**src/rtl/ber_pkg.sv**
```systemverilog
// ============================================================================
// Module : ber_pkg
// Brief  : State encoding, mode codes and defaults shared by the BER sweep
//          controller and the BER datapath.
// Rev    : 1.0  initial release
// ============================================================================
`default_nettype none

package ber_pkg;

    localparam logic [2:0] St_Idle   = 3'd0;
    localparam logic [2:0] St_Settle = 3'd1;
    localparam logic [2:0] St_Clear  = 3'd2;
    localparam logic [2:0] St_Count  = 3'd3;
    localparam logic [2:0] St_Drain  = 3'd4;
    localparam logic [2:0] St_Report = 3'd5;

    typedef enum logic [2:0] {
        ST_IDLE   = St_Idle,
        ST_SETTLE = St_Settle,
        ST_CLEAR  = St_Clear,
        ST_COUNT  = St_Count,
        ST_DRAIN  = St_Drain,
        ST_REPORT = St_Report
    } state_e;

    localparam logic Mode_Ones = 1'b0;
    localparam logic Mode_BER  = 1'b1;

    localparam int Def_DrainCycles = 4;

endpackage

`default_nettype wire

```
**src/rtl/ber_down_counter.sv**
```systemverilog
// ============================================================================
// Module : ber_down_counter
// Brief  : Loadable down-counter that stops at zero and flags it.
// Rev    : 1.0  initial release
// ============================================================================
`default_nettype none

module ber_down_counter #(
    parameter int Width = 32
) (
    input  logic             clk,
    input  logic             reset_n,
    input  logic             load_i,
    input  logic             dec_i,
    input  logic [Width-1:0] load_val_i,
    output logic             zero_o
);

    logic [Width-1:0] count_q;

    always_ff @(posedge clk or negedge reset_n) begin
        if (!reset_n) begin
            count_q <= '0;
        end else if (load_i) begin
            count_q <= load_val_i;
        end else if (dec_i && (count_q != '0)) begin
            count_q <= count_q - Width'(1);
        end
    end

    assign zero_o = (count_q == '0);

endmodule

`default_nettype wire

```
**src/rtl/ber_sweep_ctrl.sv**
```systemverilog
// ============================================================================
// Module : ber_sweep_ctrl
// Brief  : Steps the BER backend through a sweep of point codes and hands
//          each captured count to the readout. Optional early stop on error
//          limit is built when BER_EARLY_STOP_EN is defined.
// Rev    : 1.0  initial release
// ============================================================================
`default_nettype none

module ber_sweep_ctrl
    import ber_pkg::*;
#(
    parameter int CountWidth  = 41,
    parameter int PtWidth     = 8,
    parameter int WinWidth    = 32,
    parameter int DrainCycles = Def_DrainCycles
) (
    input  logic                  clk,
    input  logic                  reset_n,
    input  logic                  start,
    input  logic                  abort,
    input  logic                  cfg_mode,
    input  logic [PtWidth-1:0]    cfg_first_pt,
    input  logic [PtWidth-1:0]    cfg_last_pt,
    input  logic [WinWidth-1:0]   cfg_settle,
    input  logic [WinWidth-1:0]   cfg_window,
    input  logic [CountWidth-1:0] cfg_err_limit,
    input  logic [CountWidth-1:0] ber_count,
    output logic [PtWidth-1:0]    point_code,
    output logic                  ber_mode,
    output logic                  ber_enable,
    output logic                  ber_clear,
    output logic                  busy,
    output logic                  done,
    output logic                  res_valid,
    input  logic                  res_ready,
    output logic [PtWidth-1:0]    res_point,
    output logic [CountWidth-1:0] res_count,
    output logic                  res_early
);

    localparam int                    DrainWidth = $clog2(DrainCycles + 1);
    localparam logic [DrainWidth-1:0] DrainLoad  = DrainWidth'(DrainCycles - 1);

    state_e                state_q;
    logic                  mode_q;
    logic [PtWidth-1:0]    last_q;
    logic [PtWidth-1:0]    point_q;
    logic [WinWidth-1:0]   settle_q;
    logic [WinWidth-1:0]   window_q;
    logic [PtWidth-1:0]    res_point_q;
    logic [CountWidth-1:0] res_count_q;
    logic                  enable_q;
    logic                  clear_q;
    logic                  busy_q;
    logic                  done_q;
    logic                  valid_q;
    logic                  early_q;
    logic                  res_early_q;

    logic [WinWidth-1:0]   settle_src;
    logic [WinWidth-1:0]   settle_load_val;
    logic [WinWidth-1:0]   window_load_val;
    logic                  settle_zero;
    logic                  window_zero;
    logic                  drain_zero;
    logic                  early_hit;

    // Counters are loaded with length-1 so a state lasts max(length,1) cycles.
    function automatic logic [WinWidth-1:0] arm(input logic [WinWidth-1:0] n);
        return (n == '0) ? '0 : n - WinWidth'(1);
    endfunction

    assign settle_src      = (state_q == ST_IDLE) ? cfg_settle : settle_q;
    assign settle_load_val = arm(settle_src);
    assign window_load_val = arm(window_q);

    ber_down_counter #(.Width(WinWidth)) u_settle_cnt (
        .clk        (clk),
        .reset_n    (reset_n),
        .load_i     (state_q != ST_SETTLE),
        .dec_i      (state_q == ST_SETTLE),
        .load_val_i (settle_load_val),
        .zero_o     (settle_zero)
    );

    ber_down_counter #(.Width(WinWidth)) u_window_cnt (
        .clk        (clk),
        .reset_n    (reset_n),
        .load_i     (state_q != ST_COUNT),
        .dec_i      (state_q == ST_COUNT),
        .load_val_i (window_load_val),
        .zero_o     (window_zero)
    );

    ber_down_counter #(.Width(DrainWidth)) u_drain_cnt (
        .clk        (clk),
        .reset_n    (reset_n),
        .load_i     (state_q != ST_DRAIN),
        .dec_i      (state_q == ST_DRAIN),
        .load_val_i (DrainLoad),
        .zero_o     (drain_zero)
    );

`ifdef BER_EARLY_STOP_EN
    logic [CountWidth-1:0] limit_q;

    always_ff @(posedge clk or negedge reset_n) begin
        if (!reset_n) begin
            limit_q <= '0;
        end else if ((state_q == ST_IDLE) && start) begin
            limit_q <= cfg_err_limit;
        end
    end

    assign early_hit = (limit_q != '0) && (ber_count >= limit_q);
`else
    logic unused_err_limit;
    assign unused_err_limit = ^cfg_err_limit;
    assign early_hit        = 1'b0;
`endif

    always_ff @(posedge clk or negedge reset_n) begin
        if (!reset_n) begin
            state_q     <= ST_IDLE;
            mode_q      <= Mode_Ones;
            last_q      <= '0;
            point_q     <= '0;
            settle_q    <= '0;
            window_q    <= '0;
            res_point_q <= '0;
            res_count_q <= '0;
            enable_q    <= 1'b0;
            clear_q     <= 1'b0;
            busy_q      <= 1'b0;
            done_q      <= 1'b0;
            valid_q     <= 1'b0;
            early_q     <= 1'b0;
            res_early_q <= 1'b0;
        end else begin
            done_q <= 1'b0;
            if (abort && (state_q != ST_IDLE)) begin
                state_q  <= ST_IDLE;
                enable_q <= 1'b0;
                clear_q  <= 1'b0;
                valid_q  <= 1'b0;
                busy_q   <= 1'b0;
            end else begin
                case (state_q)
                    ST_IDLE: begin
                        if (start) begin
                            mode_q   <= cfg_mode;
                            last_q   <= cfg_last_pt;
                            settle_q <= cfg_settle;
                            window_q <= cfg_window;
                            point_q  <= cfg_first_pt;
                            busy_q   <= 1'b1;
                            state_q  <= ST_SETTLE;
                        end
                    end
                    ST_SETTLE: begin
                        if (settle_zero) begin
                            clear_q <= 1'b1;
                            early_q <= 1'b0;
                            state_q <= ST_CLEAR;
                        end
                    end
                    ST_CLEAR: begin
                        clear_q  <= 1'b0;
                        enable_q <= 1'b1;
                        state_q  <= ST_COUNT;
                    end
                    ST_COUNT: begin
                        if (window_zero || early_hit) begin
                            enable_q <= 1'b0;
                            early_q  <= early_hit;
                            state_q  <= ST_DRAIN;
                        end
                    end
                    ST_DRAIN: begin
                        if (drain_zero) begin
                            res_count_q <= ber_count;
                            res_point_q <= point_q;
                            res_early_q <= early_q;
                            valid_q     <= 1'b1;
                            state_q     <= ST_REPORT;
                        end
                    end
                    ST_REPORT: begin
                        if (res_ready) begin
                            valid_q <= 1'b0;
                            // >= also ends a first>last sweep after its single point.
                            if (point_q >= last_q) begin
                                done_q  <= 1'b1;
                                busy_q  <= 1'b0;
                                state_q <= ST_IDLE;
                            end else begin
                                point_q <= point_q + PtWidth'(1);
                                state_q <= ST_SETTLE;
                            end
                        end
                    end
                    default: begin
                        state_q  <= ST_IDLE;
                        enable_q <= 1'b0;
                        clear_q  <= 1'b0;
                        valid_q  <= 1'b0;
                        busy_q   <= 1'b0;
                    end
                endcase
            end
        end
    end

    assign point_code = point_q;
    assign ber_mode   = mode_q;
    assign ber_enable = enable_q;
    assign ber_clear  = clear_q;
    assign busy       = busy_q;
    assign done       = done_q;
    assign res_valid  = valid_q;
    assign res_point  = res_point_q;
    assign res_count  = res_count_q;
    assign res_early  = res_early_q;

endmodule

`default_nettype wire

```
**config.mk**
```make
export PLATFORM = sky130hd
export DESIGN_NAME = ber_sweep_ctrl
export DESIGN_NICKNAME = d
export VERILOG_FILES = /design/src/rtl/ber_pkg.sv /design/src/rtl/ber_down_counter.sv /design/src/rtl/ber_sweep_ctrl.sv
export SDC_FILE = /design/constraint.sdc
export NUM_CORES = 1
export LEC_CHECK = 0
export CORE_MARGIN = 2
export CORE_UTILIZATION = 30
export DETAILED_ROUTE_END_ITERATION = 8
export SLEW_MARGIN = 20
export SYNTH_ARGS = -nofsm -noshare
export SYNTH_HDL_FRONTEND = slang
export SYNTH_SLANG_ARGS = --single-unit
```
**constraint.sdc**
```tcl
create_clock -name clk -period 3.3 [get_ports clk]
set_input_delay 0.33 -clock clk [delete_from_list [all_inputs] [get_ports clk]]
set_output_delay 0.33 -clock clk [all_outputs]
set_load 0.01 [all_outputs]
```
==> flow_metrics.py <==
metrics = {
    "yosys": {
        "seq_area_frac_synth_pct": 45.0,
        "syn_inst": 1116,
        "ys_types": 63,
        "syn_avg_cell_area_sq_um": 10.2,
        "syn_area_sq_um": 11400,
        "ys.warnings.count": 0,
        "synth.area.top_cells": "dfrtp_1 (45%), mux2_2 (11%), xnor2_1 (5.8%)",
        "syn_nets": 1300,
        "synth_edf_count": 0,
        "synth_top_cell_by_area": "dfrtp_1",
        "synth-seq-cells": 205,
        "synth_top_area_share_pct": 45.0,
        "yosys_most_used_dff": "dfrtp_1",
        "synth-async-reset-ratio_pct": 100,
    },
    "worst_hold_path": {
        "worstHoldPathType": "input pin to flip-flop",
    },
    "layout": {
        "final_cell_mix": "dfrtp_1 (205), clkdlybuf4s50_1 (188), mux2_2 (107)",
        "area_delta_synth_final_pct": 32.0,
        "layout_commonest_cell": "dfrtp_1",
        "fin_nets": 1511,
        "fill_cells": 3702,
        "drive_gt1_share_pct": 15.9,
    },
    "clock_network": {
        "clk_latency_ns": 0.55,
        "cts_tree": "done",
        "cts_sinks": 205,
        "cts_buffer_depth": 3,
        "cts_root_buffer": "clkbuf_16",
        "cts.clk_slew.worst_paths_ns": 0.06,
        "numCtsBuffers": 26,
        "htree_levels": 1,
    },
    "sta": {
        "final.period_utilization_pct": 89.0,
        "finalMaxSlewViolations": 0,
        "hold_viol": 0,
        "grt_setup_unrepaired": "false",
        "slew_headroom_pct": 49.3,
        "finalSetupViolCount": 0,
        "finalClockSkew_ns": 0.0134,
        "min_period_ns": 2.94,
        "tightest_slew_ns": 0.760,
        "fmax_ghz": 0.341,
        "finalSetupTns_ns": 0,
    },
    "placed_design": {
        "dp_hpwl_mm": 23.2,
        "place.gp.congestion": 0.869,
        "io_buffers": 189,
    },
    "detailed_routing": {
        "via_per_inst": 5.06,
        "drc_errors": 0,
        "drt_iter0_markers": 385,
        "wl_met3_mm": 1.40,
        "detail-route-antenna-nets": 0,
        "wl_per_cell_microns": 17.1,
        "wl_met1_mm": 14.4,
        "via_count": 9396,
        "top_layer": "met5",
        "first_pass_iters": 5,
        "wirelength_mm": 31.7,
        "dr_wl_met2_mm": 15.1,
    },
    "worst_setup_path": {
        "cp_top_family": "simple AND/OR/NAND/NOR gates",
        "path_cells": "nor3_2, buf_12, mux2i_1, ha_1, o21a_1, o2111ai_1, nand2_1, buf_4, o22ai_1",
        "slowest_delay_ns": 0.48,
        "critPathSlowestCell": "dfrtp_1",
        "arrival_ns": 3.35,
        "worst_setup_path_start_kind": "flip-flop",
        "worst_ep_required_time_ns": 3.72,
        "critPathMaxFanout": 24,
        "crit_type": "flip-flop to flip-flop",
        "cp.buffers_inverters": 2,
        "cp-end-kind": "flip-flop",
    },
    "floorplan": {
        "die_h_microns": 199,
        "num_io_pins": 232,
        "start_util_pct": 30.4,
        "die_w_microns": 199,
        "coreArea_sq_um": 37500,
        "rows": 71,
        "die_area_sq_um": 39500,
    },
    "power_and_ir_drop": {
        "power_density_nw_per_um2": 834,
        "vdd_drop_max_v": 0.000427,
        "finalPower_mw": 12.5,
        "leakagePower_nw": 6.00,
    },
    "global_routing": {
        "antenna_found_initial": 2,
        "grt_first_pass_wirelength_mm": 51.5,
        "gr-usage-all-layers_pct": 16.2,
        "grt_max_degree": 90,
        "grt_pass1_vias": 9507,
        "grt-ovfl-total": 0,
    },
    "run_status": {
        "status": "finished clean",
    },
    "run": {
        "maxCapViolations": 0,
    },
}
## where the power goes
group | switching [mW] | internal [mW] | total [mW] | leakage [nW]
logic | 2.53 | 2.50 | 5.03 | 3.07
clock network | 1.12 | 1.85 | 2.97 | 0.439
registers | 1.03 | 3.52 | 4.55 | 2.49
## through the flow
step / hold WS (ns) / util (%) / instance area [sq um] / setup slack [ns] / std cells
after detailed placement: 0.465 / 37.7 / 14100 / 0.297 / 1809
after CTS: 0.309 / 40.1 / 15000 / 0.353 / 1856
after floorplan: 0.0344 / - / 11400 / 0.0209 / 1116
after global routing: 0.339 / 40.1 / 15000 / 0.145 / 1856
after global placement: 0.462 / 37.7 / 14100 / 0.365 / 1809
final: 0.342 / 40.1 / 15000 / 0.363 / 1857
## worst reg2reg max path, delay by kind of cell, from the launching register on
| family | cells | cell delay (ns) |
|---|---|---|
| DFF | 1 | 0.48 |
| buffers and inverters | 2 | 0.51 |
| AOI/OAI and AO/OA | 3 | 0.55 |
| adders and majority gates | 1 | 0.23 |
| muxes | 1 | 0.36 |
| and+or+nand+nor | 2 | 0.69 |
## synthesized netlist by cell type, types with 7 or more instances
master and count:
nand4_1 7, o2111ai_1 7, mux2i_1 27, o21ai_0 38, nor4_1 29, nor2b_1 7, a211oi_1 8, nand2_1 70
or3_1 20, nand2b_1 13, ha_1 16, o31ai_1 7, o22ai_1 47, or4_1 17, nand3_1 27, mux2_2 107
inv_1 32, clkbuf_1 32, xnor2_1 76, a22oi_1 17, nor2_1 79, a31oi_1 8, buf_1 9, xor2_1 46
nor3_1 51, dfrtp_1 205, nand3b_1 7, a21oi_1 23
## worst paths after layout
check / end / slack (ns) / cells past startpoint / start
min in group asynchronous: window_q[13]$_DFFE_PN0P_ / 0.42 / 2 / reset_n
min reg2reg: res_point[4]$_DFFE_PN0P_ / 0.48 / 2 / res_point[4]$_DFFE_PN0P_
max reg2reg: u_settle_cnt.count_q[3]$_DFFE_PN0P_ / 0.36 / 9 / state_q[1]$_DFFE_PN0P_
max: u_settle_cnt.count_q[3]$_DFFE_PN0P_ / 0.36 / 9 / state_q[1]$_DFFE_PN0P_
min: last_q[1]$_DFFE_PN0P_ / 0.34 / 3 / cfg_last_pt[1]
max in group asynchronous: res_count[31]$_DFFE_PN0P_ / 2.04 / 3 / reset_n
## routing by layer
metal,track usage [%],up-vias
li1,-,4497
met1,21.7,4644
met2,26.5,197
met3,3.00,56
met4,4.84,2
met5,0,-
## what timing repair did
action | CTS | global route
resized for setup | 0 | 0
endpoints found under the hold margin | 85 | 0
buffers inserted | 0 | 0
hold buffers | 1 | 0
## sequential cells by signal (all words and copies together), names as in the netlist, 3 cells and up
signal and count:
u_drain_cnt.count_q 3, last_q 8, point_code 8, window_q 32
u_window_cnt.count_q 32, u_settle_cnt.count_q 32, res_point 8, state_q 3
settle_q 32, res_count 41
## cell families after synthesis
family / after synthesis / synth area share [%]
buffers and inverters: 87 / 3.26
adder cells (fa/ha/maj): 16 / 1.76
XOR/XNOR: 122 / 9.38
flip-flops: 205 / 45.0
multiplexers: 134 / 13.0
AO/OA/AOI/OAI: 182 / 10.3
AND/OR/NAND/NOR: 369 / 17.2
other: 1 / 0.0329
## area by class of cell
type / count / area, sq um / share of cell area [%]
inverter: 32 / 120 / 0.799
tap: 511 / 639 / 4.25
timing repair buffer: 238 / 2350 / 15.7
clock buffer: 36 / 728 / 4.84
multi-input combinational: 824 / 5900 / 39.2
sequential: 205 / 5130 / 34.1
clock inverter: 10 / 165 / 1.10
antenna: 1 / 2.50 / 0.0166
No activity file was read; power rests on OpenSTA's default activity.
